File: src/rtl/seg_pkg.sv
// rtl/seg_pkg.sv - shared constants, FSM state type and blanking helper for the display scan
package seg_pkg;

  localparam int NDIG  = 4;
  localparam int POS_W = 2;
  localparam int BCD_W = 4;

  typedef enum logic [1:0] {
    IDLE = 2'd0,
    SHOW = 2'd1,
    GAP  = 2'd2
  } state_t;

  // Position p is a leading zero when it and every more-significant digit
  // (including their decimal points) are zero; the rightmost digit always shows.
  function automatic logic lzb_calc(
    input logic [NDIG*BCD_W-1:0] digs,
    input logic [NDIG-1:0]       dps,
    input logic [POS_W-1:0]      p,
    input logic                  lzb_en
  );
    logic all_zero;
    all_zero = 1'b1;
    for (int k = 0; k < NDIG; k++) begin
      if (k >= int'(p)) begin
        if ((digs[k*BCD_W +: BCD_W] != '0) || dps[k]) begin
          all_zero = 1'b0;
        end
      end
    end
    return lzb_en && (p != '0) && all_zero;
  endfunction

endpackage

File: src/rtl/seg_scan_ctrl.sv
// rtl/seg_scan_ctrl.sv - 4-digit 7-segment scan controller with gap blanking, LZB and shadow load
module seg_scan_ctrl
  import seg_pkg::*;
#(
  parameter int CLK_DIV   = 50000,
  parameter int BLANK_CYC = 100
) (
  input  logic        clk,
  input  logic        rst_n,
  input  logic        en,
  input  logic [15:0] digits_in,
  input  logic [3:0]  dp_in,
  input  logic        lzb_en,
  input  logic        load,
  output logic        load_ack,
  output logic [1:0]  pos,
  output logic [3:0]  bcd,
  output logic        dp,
  output logic        blank,
  output logic        frame_start
);

  localparam int CNT_W = $clog2(CLK_DIV);
  localparam logic [CNT_W-1:0] SHOW_LAST = CNT_W'(CLK_DIV - BLANK_CYC - 1);
  localparam logic [CNT_W-1:0] GAP_LAST  = CNT_W'(BLANK_CYC - 1);

  state_t                  state, state_n;
  logic [CNT_W-1:0]        cnt, cnt_n;
  logic [POS_W-1:0]        pos_n;
  logic                    fs_n;

  logic [NDIG*BCD_W-1:0]   stage_dig, stage_dig_n;
  logic [NDIG-1:0]         stage_dp, stage_dp_n;
  logic                    pending, pending_n;
  logic [NDIG*BCD_W-1:0]   shadow_dig, shadow_dig_n;
  logic [NDIG-1:0]         shadow_dp, shadow_dp_n;
  logic                    apply_edge;
  logic                    ack_n;

  logic [BCD_W-1:0]        bcd_n;
  logic                    dp_n;
  logic                    blank_n;

  always_comb begin
    state_n = state;
    cnt_n   = cnt;
    pos_n   = pos;
    fs_n    = 1'b0;

    case (state)
      IDLE: begin
        if (en) begin
          state_n = SHOW;
          cnt_n   = '0;
          pos_n   = '0;
          fs_n    = 1'b1;
        end
      end
      SHOW: begin
        if (cnt == SHOW_LAST) begin
          state_n = GAP;
          cnt_n   = '0;
        end else begin
          cnt_n = cnt + 1'b1;
        end
      end
      GAP: begin
        if (cnt == GAP_LAST) begin
          state_n = SHOW;
          cnt_n   = '0;
          pos_n   = pos + 2'd1;
          fs_n    = (pos == 2'd3);
        end else begin
          cnt_n = cnt + 1'b1;
        end
      end
      default: begin
        state_n = IDLE;
        cnt_n   = '0;
        pos_n   = '0;
      end
    endcase

    // Disabling abandons the slot immediately rather than finishing it.
    if (!en) begin
      state_n = IDLE;
      cnt_n   = '0;
      pos_n   = '0;
      fs_n    = 1'b0;
    end
  end

  // Shadow updates only at a frame boundary so one frame never mixes old and new digits.
  assign apply_edge = (state == IDLE) ||
                      ((state == GAP) && en && (cnt == GAP_LAST) && (pos == 2'd3));

  always_comb begin
    stage_dig_n  = stage_dig;
    stage_dp_n   = stage_dp;
    pending_n    = pending;
    shadow_dig_n = shadow_dig;
    shadow_dp_n  = shadow_dp;
    ack_n        = 1'b0;

    if (load) begin
      stage_dig_n = digits_in;
      stage_dp_n  = dp_in;
      pending_n   = 1'b1;
    end

    if (apply_edge && (load || pending)) begin
      if (load) begin
        shadow_dig_n = digits_in;
        shadow_dp_n  = dp_in;
      end else begin
        shadow_dig_n = stage_dig;
        shadow_dp_n  = stage_dp;
      end
      pending_n = 1'b0;
      ack_n     = 1'b1;
    end
  end

  // Outputs are derived from next-cycle state so they are all registered together.
  always_comb begin
    bcd_n   = shadow_dig_n[{pos_n, 2'b00} +: BCD_W];
    dp_n    = shadow_dp_n[pos_n];
    blank_n = (state_n != SHOW) || lzb_calc(shadow_dig_n, shadow_dp_n, pos_n, lzb_en);
  end

  always_ff @(posedge clk) begin
    if (!rst_n) begin
      state       <= IDLE;
      cnt         <= '0;
      pos         <= '0;
      bcd         <= '0;
      dp          <= 1'b0;
      blank       <= 1'b1;
      frame_start <= 1'b0;
      load_ack    <= 1'b0;
      stage_dig   <= '0;
      stage_dp    <= '0;
      pending     <= 1'b0;
      shadow_dig  <= '0;
      shadow_dp   <= '0;
    end else begin
      state       <= state_n;
      cnt         <= cnt_n;
      pos         <= pos_n;
      bcd         <= bcd_n;
      dp          <= dp_n;
      blank       <= blank_n;
      frame_start <= fs_n;
      load_ack    <= ack_n;
      stage_dig   <= stage_dig_n;
      stage_dp    <= stage_dp_n;
      pending     <= pending_n;
      shadow_dig  <= shadow_dig_n;
      shadow_dp   <= shadow_dp_n;
    end
  end

endmodule
File: config.mk
export PLATFORM = sky130hd
export DESIGN_NAME = seg_scan_ctrl
export DESIGN_NICKNAME = d
export VERILOG_FILES = /design/src/rtl/seg_pkg.sv /design/src/rtl/seg_scan_ctrl.sv
export SDC_FILE = /design/constraint.sdc
export NUM_CORES = 1
export LEC_CHECK = 0
export ABC_AREA = 1
export CORE_ASPECT_RATIO = 1.5
export CORE_MARGIN = 1
export CORE_UTILIZATION = 45
export CTS_CLUSTER_DIAMETER = 80
export DETAILED_ROUTE_END_ITERATION = 10
export GPL_TIMING_DRIVEN = 0
export PLACE_DENSITY = 0.72
export SKIP_LAST_GASP = 1
export SLEW_MARGIN = 10
export SYNTH_ARGS = -nofsm -noshare
export SYNTH_HDL_FRONTEND = slang
export SYNTH_SLANG_ARGS = --single-unit
File: constraint.sdc
create_clock -name clk -period 4 [get_ports clk]
set_clock_uncertainty 0.05 [all_clocks]
set_input_delay 1.2 -clock clk [delete_from_list [all_inputs] [get_ports clk]]
set_output_delay 1.2 -clock clk [all_outputs]
set_load 0.01 [all_outputs]
Word-level counts from Yosys, hierarchy flattened
Index checks and enable logic that the tools add are counted.
{"block": "op_classes", "add_sub_neg": 2, "magnitude_cmp": 4, "n_eq_ne": 6, "shift": 1, "mux": 26, "bitwise": 1, "reduce_logical": 21}
{"op": "$mux 16", "count": 4}
{"op": "$pmux 16 s2", "count": 1}
{"op": "$add 16x1->16 const B", "count": 1}
{"op": "$eq 16x16->1 const B", "count": 1}
{"op": "$eq 16x7->1 const B", "count": 1}
{"op": "$reduce_bool 4->1", "count": 4}
{"op": "$shiftx 16x5->4", "count": 1}
{"op": "$mux 1", "count": 10}
{"op": "$mux 2", "count": 5}
{"op": "$mux 4", "count": 2}
{"op": "$logic_or 1x1->1", "count": 7}
{"op": "$logic_and 1x1->1", "count": 6}
{"op": "$pmux 2 s3", "count": 1}
{"op": "$eq 2x2->1 const B", "count": 2}
{"op": "$ge 1x2->1 const A", "count": 2}
{"op": "$pmux 2 s2", "count": 1}
{"op": "$lt 2x3->1 const B", "count": 1}
{"op": "$add 2x1->2 const B", "count": 1}
{"op": "$bmux 1 s2", "count": 1}
{"op": "$eq 2x1->1 const B", "count": 1}
{"op": "$ge 2x2->1 const A", "count": 1}
{"op": "$logic_not 2->1", "count": 1}
{"op": "$ne 2x1->1 const B", "count": 1}
{"op": "$pmux 1 s2", "count": 1}
{"op": "4 further kinds", "count": 4}
{"block": "totals", "reg_bits": 69, "inputBits": 25, "out_inout_bits": 10, "elab_cells": 74}

Longest topological paths before layout
Gate-level depths: netlist of run 1.
{"block": "logic_depth", "depth_word": 18, "mapped_depth": 16, "depth_no_buf": 16}

Least setup slack after synthesis of run 1
OpenSTA, ideal clock, no wires.
{"block": "synth_path", "path_kind": "input-to-reg", "start": "input load", "end": "register blank", "setup_time_ns": 0.058, "t_arrival_ns": 2.360, "required_ns": 3.892, "slack_ns": 1.532, "stages": 9, "path_buffers": 2, "path_cell_list": "clkbuf_1 > buf_2 > mux2i_1 > nand3_1 > nand2_1 > nand3_1 > o21bai_1 > nand3_1 > nand2_1"}
{"block": "synth_via", "elab_chain_cells": 14, "elab_cells_between_ends": 23, "cone_classes": "11 x mux; 12 x reduce/logical"}
{"element": "from (decl)", "line_no": "seg_scan_ctrl.sv:14", "rtl": "input logic load,"}
{"element": "$logic_or 1x1->1", "line_no": "seg_scan_ctrl.sv:111", "rtl": "if (apply_edge && (load || pending)) begin"}
{"element": "$logic_and 1x1->1", "line_no": "seg_scan_ctrl.sv:111"}
{"element": "$mux 16", "line_no": "seg_scan_ctrl.sv:111"}
{"element": "$reduce_bool 4->1", "line_no": "seg_pkg.sv:26", "rtl": "if ((digs[k*BCD_W +: BCD_W] != '0) || dps[k]) begin"}
{"element": "$logic_or 1x1->1", "line_no": "seg_pkg.sv:26"}
{"element": "$mux 1", "line_no": "seg_pkg.sv:26"}
{"element": "$mux 1", "line_no": "seg_pkg.sv:25", "rtl": "if (k >= int'(p)) begin"}
{"element": "$mux 1", "line_no": "seg_pkg.sv:26"}
{"element": "$mux 1", "line_no": "seg_pkg.sv:25"}
{"element": "$mux 1", "line_no": "seg_pkg.sv:26"}
{"element": "$mux 1", "line_no": "seg_pkg.sv:25"}
{"element": "$mux 1 *", "line_no": "seg_pkg.sv:26"}
{"element": "$logic_and 1x1->1 *", "line_no": "seg_pkg.sv:31", "rtl": "return lzb_en && (p != '0) && all_zero;"}
{"element": "$logic_or 1x1->1 *", "line_no": "seg_scan_ctrl.sv:128", "rtl": "blank_n = (state_n != SHOW) || lzb_calc(shadow_dig_n, shadow_dp_n, pos_n, lzb_en);"}
{"element": "to (signal assigned)", "line_no": "seg_scan_ctrl.sv:152", "rtl": "blank <= blank_n;"}
{"element": "to (decl)", "line_no": "seg_scan_ctrl.sv:19", "rtl": "output logic blank,"}
Mark *: on every way between the ends. The rest lies on a longest branch, timed or not.
A chain may end at the register's enable or synchronous reset.

Worst setup path in the final report of run 1
{"block": "layout_path", "start": "input en", "end": "register bcd[1]"}
{"block": "layout_via", "elab_chain_cells": 7, "elab_cells_between_ends": 8, "cone_classes": "1 x shift; 2 x mux; 5 x reduce/logical"}
{"element": "from (decl)", "line_no": "seg_scan_ctrl.sv:10", "rtl": "input logic en,"}
{"element": "$logic_and 1x1->1 (3 in a row)", "line_no": "seg_scan_ctrl.sv:95", "rtl": "((state == GAP) && en && (cnt == GAP_LAST) && (pos == 2'd3));"}
{"element": "$logic_or 1x1->1", "line_no": "seg_scan_ctrl.sv:94", "rtl": "assign apply_edge = (state == IDLE) ||"}
{"element": "$logic_and 1x1->1", "line_no": "seg_scan_ctrl.sv:111"}
{"element": "$mux 16", "line_no": "seg_scan_ctrl.sv:111"}
{"element": "$shiftx 16x5->4 *", "line_no": "seg_scan_ctrl.sv:126", "rtl": "bcd_n = shadow_dig_n[{pos_n, 2'b00} +: BCD_W];"}
{"element": "to (signal assigned)", "line_no": "seg_scan_ctrl.sv:150", "rtl": "bcd <= bcd_n;"}
{"element": "to (decl)", "line_no": "seg_scan_ctrl.sv:17", "rtl": "output logic [3:0] bcd,"}
Marked as above.

==> results of run 1 <==
path summary, 6_finish.rpt:
path / start / endpoint / slack [ns] / cells past startpoint
worst max-delay path: en / bcd[1] / 1.10 / 11
worst min register to register: cnt[0] / cnt[0] / 0.41 / 1
worst max register to register: state[0] / bcd[1] / 1.80 / 12
worst min-delay path: cnt[0] / cnt[0] / 0.41 / 1
worst register-to-register path: cells and delay by family (launching register included):
kind            cells  cell delay, ns
compound gates      2            0.43
fa+ha+maj           1            0.26
buf+inv             3            0.38
flops               1            0.38
simple gates        6            0.57
cells in the mapped netlist:
cell type and number:
nor2_1 79, nand2_1 78, dfxtp_1 69, inv_1 36
nand3_1 23, mux2i_1 19, o21ai_1 11, a21oi_1 10
clkbuf_1 7, nand3b_1 7, o21ai_0 7, ha_1 6
nor2_2 6, nor3_1 5, inv_2 4, nand2_2 4
o21a_1 4, xor2_1 4, buf_2 3, nand4_1 3
a21oi_2 2, a31oi_1 2, buf_4 2, buf_6 2
clkinv_1 2, xnor2_1 2, and3_1 1, nand3_4 1
nor2_4 1, nor3b_1 1, nor3b_2 1, nor4_1 1
o21ai_2 1, o21ai_4 1, o21bai_1 1
where the power goes:
group	switching (mW)	leakage [nW]	internal, mW	total [mW]
logic	0.0950	0.917	0.0772	0.172
clock network	0.246	0.106	0.338	0.584
registers	0.00900	0.566	0.720	0.729
total	0.350	1.59	1.14	1.49
final cells by class:
cell class	count	area share
plain buffers	14	0.0211
clock buffers	13	0.0453
clock inverters	3	0.0114
inverters	42	0.0423
multi-input cells	281	0.396
flip-flops and latches	69	0.370
well taps	76	0.0255
repair buffers	33	0.0886
flip-flops by register name, summed over array words and instances, names as in the netlist, 2 cells and up:
register,count
bcd,4
cnt,16
pos,2
shadow_dig,16
shadow_dp,4
stage_dig,16
stage_dp,4
state,2
per-layer routing:
layer | part of all wire | wire length (um) | vias up | global-route usage
met5 | 0 | 0 | - | 0
met4 | 0.032 | 218 | 0 | 0.101
met3 | 0.028 | 188 | 20 | 0.0545
met2 | 0.54 | 3670 | 48 | 0.388
met1 | 0.40 | 2670 | 1262 | 0.211
li1 | - | - | 1384 | -
cells by family (layout without fill, tap and decap cells):
group / after synthesis / count (layout)
and+or+nand+nor: 211 / 211
DFF: 69 / 69
buffers and inverters: 56 / 105
AOI/OAI and AO/OA: 39 / 39
muxes: 19 / 19
adders and majority gates: 6 / 6
xor gates and xnor gates: 6 / 6
==> qor.yml, run 1 <==
outcome:
  status: "finished clean"
placement:
  place_area_um2: 3520
  post-place-ws_ns: 0.740
  post-place-cells: 515
  finalWeightedCongestion: 0.857
  dp_hpwl_um: 5050
  io_buffers: 33
power_and_ir_drop:
  power_mw: 1.49
  peakVddDrop_mv: 0.293
  leakagePower_nw: 1.59
  pwr_density_cell_nw_per_um2: 398
detailed_routing:
  wl_per_cell_um: 12.7
  remaining_drc_errors: 0
  drtAntennaViolNets: 0
  drt_wl_total_um: 6740
  drt_iter0_markers: 88
  dr.pass1.iters: 5
  num_vias: 2714
  viasPerCell: 5.11
sta:
  rsz0062_at_grt: "false"
  slew_violations: 0
  max_freq_mhz: 344
  fin_tns_setup_ns: 0
  hold_viol_final: 0
  worst_slew_pin_slew_ns: 0.564
  post-route-min-period_ns: 2.90
  max_slew_margin: 0.624
  fin_crit_sh: 0.726
  worst_hold_slack_ns: 0.408
  setup_viol: 0
  fin_ws_ns: 1.10
synth:
  avgSynthCellArea_um2: 7.62
  ys_seq_elements: 69
  yosys_warnings: 0
  synth_fp_nets: 437
  netlist_instances: 406
  synth_top_family_by_area: "simple AND/OR/NAND/NOR gates"
  synthXorXnorAreaFrac: 0.0170
  synth-compound-area-share: 0.0752
  muxShareOfSynthArea: 0.0615
  ys_seq_area_frac: 0.447
  yosys.area_share.simple: 0.299
  synth_top_area_frac: 0.447
  synth_top_area_cell: "dfxtp_1"
  yosys-top-cells-area: "dfxtp_1, nor2_1, nand2_1, mux2i_1, inv_1"
  ys_types: 35
  synth_area_um2: 3090
  synth_fa_ha_area_frac: 0.0243
cells_and_area:
  nFillCells: 631
  multi_input_area_um2: 1480
  finish.utilization: 0.567
  mostFrequentLayoutCells: "nor2_1, nand2_1, dfxtp_1, inv_1, clkdlybuf4s50_1"
  seq_area_um2: 1380
  final_nets: 481
  drive_gt1_frac: 0.0945
  instances_no_fill: 531
  final_area_um2: 3730
  area_delta_synth_final_pct: 20.6
  final_common_cell: "nor2_1"
  antennaDiodeCount: 0
grt:
  grt_max_degree: 12
  grt_pass1_wl_um: 11900
  track_usage: 0.209
  grt_pass1_vias: 2719
  grt_overflow: 0
  antenna_found_initial: 0
critical_path:
  critical_path.max_fanout: 10
  worstPathArrival_ns: 3.06
  crit_type: "in -> reg"
  critical_path.max_stage_delay_ns: 0.54
  cp_slowest_cell: "clkdlybuf4s50_1"
  crit_path_end_kind: "flip-flop"
  worstPathCellList: "clkdlybuf4s50_1 > nand2_1 > inv_1 > nand4_1 > nand2_2 > nand2_2 > clkinv_1 > o21ai_0 > nand2_1 > nand3b_1 > a21oi_2"
  crit_buf_inv: 3
  crit_family: "buffers and inverters"
  cp.required_ns: 4.16
  start_kind: "input pin"
clocking:
  hold_buffers: 0
  clk_pin_slew_worst_paths_ns: 0.07
  post_cts_buffers: 0
  cts_buffer_depth: 2
  cts_root_buf: "clkbuf_8"
  post_cts_resized: 0
  cts-htree-levels: 3
  insertion_delay_ns: 0.34
  cts_sinks: 69
  numCtsBuffers: 9
  tritoncts: "built"
die:
  dieArea_um2: 7220
  start_util: 0.470
  pin_count: 35
  rows: 36
  die_x_um: 69.7
  coreArea_um2: 6580
  die_h_um: 104
run:
  maxCapViolCount: 0
hold_path:
  hold_class: "reg -> reg"
(Power assumes the default switching activity.)
==> inputs of run 2 (changes only) <==
Clock period 4 ns to 2.8 ns, I/O delays scaled along.
==> results of run 2 <==
Same layout as run 1 (identical final DEF). Status: finished clean.
Among the figures that moved: setup slack after placement 0.740 ns -> -0.100 ns; setup slack after layout 1.10 ns -> 0.257 ns; register-to-register setup slack 1.80 ns -> 0.60 ns; total power 1.49 mW -> 2.12 mW; worst IR drop on VDD 0.293 mV -> 0.418 mV
==> inputs of run 3 (changes only) <==
Settings changed: GPL_TIMING_DRIVEN 0 to not set, SLEW_MARGIN 10 to not set.
==> qor.yml, run 3 (same netlist as run 1, synthesis figures left out) <==
die:
  rows: 36  # unchanged
  coreArea_um2: 6580  # unchanged
  die_x_um: 69.7  # unchanged
  start_util: 0.470  # unchanged
  dieArea_um2: 7220  # unchanged
  pin_count: 35  # unchanged
  die_h_um: 104  # unchanged
sta:
  worst_slew_pin_slew_ns: 0.562  # -0.00242 ns
  post-route-min-period_ns: 2.37
  fin_tns_setup_ns: 0  # unchanged
  setup_viol: 0  # unchanged
  worst_hold_slack_ns: 0.404  # -0.00363 ns
  max_slew_margin: 0.622  # -0.00184
  rsz0062_at_grt: "false"
  hold_viol_final: 0  # unchanged
  slew_violations: 0  # unchanged
  fin_crit_sh: 0.848
  max_freq_mhz: 421
detailed_routing:
  wl_met3_um: 221  # +18%
  wl_per_cell_um: 12.4  # -2.2%
  num_vias: 2632  # -3.0%
  dr.pass1.iters: 4  # -1
  wl_met1_um: 2570  # -3.7%
  viasPerCell: 5.00  # -2.1%
  remaining_drc_errors: 0  # unchanged
  wl_met2_um: 3540  # -3.6%
  highest_layer: "met4"
  drtAntennaViolNets: 0  # unchanged
  drt_iter0_markers: 106  # +20%
  drt_wl_total_um: 6530  # -3.2%
grt:
  grt_pass1_vias: 2632  # -3.2%
  grt_pass1_wl_um: 11500  # -2.9%
  track_usage: 0.201  # -0.00772
  grt_overflow: 0  # unchanged
  grt_max_degree: 51  # +39
  antenna_found_initial: 0  # unchanged
hold_path:
  whs_endpoint: "cnt[0]"
  hold_class: "reg -> reg"
  worstHoldStart: "cnt[0]"
  hold_depth: 1  # unchanged
cells_and_area:
  multi_input_area_um2: 1480  # unchanged
  seq_area_um2: 1380  # unchanged
  area_delta_synth_final_pct: 21.4
  final_area_um2: 3750  # +0.67%
  top_regs: "cnt x16, shadow_dig x16, stage_dig x16"
  mostFrequentLayoutCells: "nor2_1, nand2_1, dfxtp_1, inv_1, clkdlybuf4s50_1"
  finish.utilization: 0.571  # +0.00381
  nFillCells: 615  # -2.5%
  drive_gt1_frac: 0.100  # +0.00549
  final_common_cell: "nor2_1"
  antennaDiodeCount: 0  # unchanged
  final_nets: 476  # -1.0%
clocking:
  hold_buffers: 0  # unchanged
  cts_root_buf: "clkbuf_8"
  post_cts_resized: 0  # unchanged
  insertion_delay_ns: 0.35  # about the same
  cts_buffer_depth: 2  # unchanged
  clk_pin_slew_worst_paths_ns: 0.07  # about the same
  numCtsBuffers: 9  # unchanged
  post_cts_buffers: 0  # unchanged
  tritoncts: "built"
  cts_sinks: 69  # unchanged
  cts-htree-levels: 3  # unchanged
critical_path:
  r2r_start: "cnt[0]"
  crit_type: "in -> reg"
  cp_slowest_cell: "clkdlybuf4s50_1"
  critical_path.max_stage_delay_ns: 0.52  # -0.02 ns
  cp.required_ns: 3.04
  worstPathCellList: "clkdlybuf4s50_1 > buf_4 > mux2i_1 > nand3b_1 > nand2_1 > nor2_1 > nand2_1 > nor2_1 > nand3_1 > nand2_1"
  worstPathArrival_ns: 2.62
  start_kind: "input pin"
  crit_top_cell: "nand2_1"
  reg2reg_slack_ns: 0.51
  crit_path_end_kind: "flip-flop"
  r2r_cells: 8  # -4
  critPathLaunch: "load"
  rr_endpoint: "cnt[10]"
  critical_path.max_fanout: 16  # +6
placement:
  dp_hpwl_um: 4750  # -5.9%
  place_area_um2: 3520  # +0.11%
  io_buffers: 34  # +3.0%
  finalWeightedCongestion: 0.887  # +3.4%
power_and_ir_drop:
  peakVddDrop_mv: 0.403
  leakagePower_nw: 1.60  # +1.0%
  power_mw: 2.22
  pwr_density_cell_nw_per_um2: 592
run:
  maxCapViolCount: 0  # unchanged
outcome:
  status: "finished clean"
==> run 3: cell count changes in the layout (fill, tap and decap cells not counted), moves of 2 or more <==
| cell | previous run | this run |
|---|---|---|
| clkbuf_1 | 8 | 0 |
| buf_2 | 3 | 0 |
| buf_6 | 2 | 0 |
| buf_4 | 2 | 7 |
==> run 3: worst max path at each step <==
stage / to / slack [ns] / cells past startpoint
finish: blank / 0.43 / 10
global route: cnt[10] / 0.19 / 8
CTS: blank / 0.42 / 10
detailed placement: blank / 0.07 / 10
global placement: blank / 0.09 / 10
floorplan: blank / 0.69 / 9
==> run 3: power breakdown <==
part / switching, mW / leakage [nW] / total (mW) / internal (mW)
sequential: 0.0127 / 0.566 / 1.04 / 1.03
clock: 0.384 / 0.116 / 0.935 / 0.551
combinational: 0.131 / 0.923 / 0.245 / 0.115
==> run 3: stage by stage <==
stage | instances | setup slack [ns]
2_1_floorplan | 406 | 0.692
3_3_place_gp | 510 | 0.0903
3_5_place_dp | 510 | 0.0673
4_1_cts | 526 | 0.417
5_1_grt | 526 | 0.195
6_report | 526 | 0.427
==> run 3: layer usage <==
metal / vias up / track usage
li1: 1363 / -
met4: 0 / 0.0943
met3: 20 / 0.0525
met5: - / 0
met2: 52 / 0.370
met1: 1197 / 0.209
==> run 3: final cells by class <==
| class | instances | area share |
|---|---|---|
| clock inverters | 5 | 0.0217 |
| inverters | 42 | 0.0420 |
| repair buffers | 42 | 0.110 |
| flip-flops and latches | 69 | 0.368 |
| clock buffers | 11 | 0.0403 |
| multi-input cells | 281 | 0.393 |
| well taps | 76 | 0.0253 |
==> run 3: critical path: cells and delay by family <==
| kind | cells | cell delay (ns) |
|---|---|---|
| mux | 1 | 0.25 |
| simple gates | 7 | 0.70 |
| buf+inv | 2 | 0.83 |
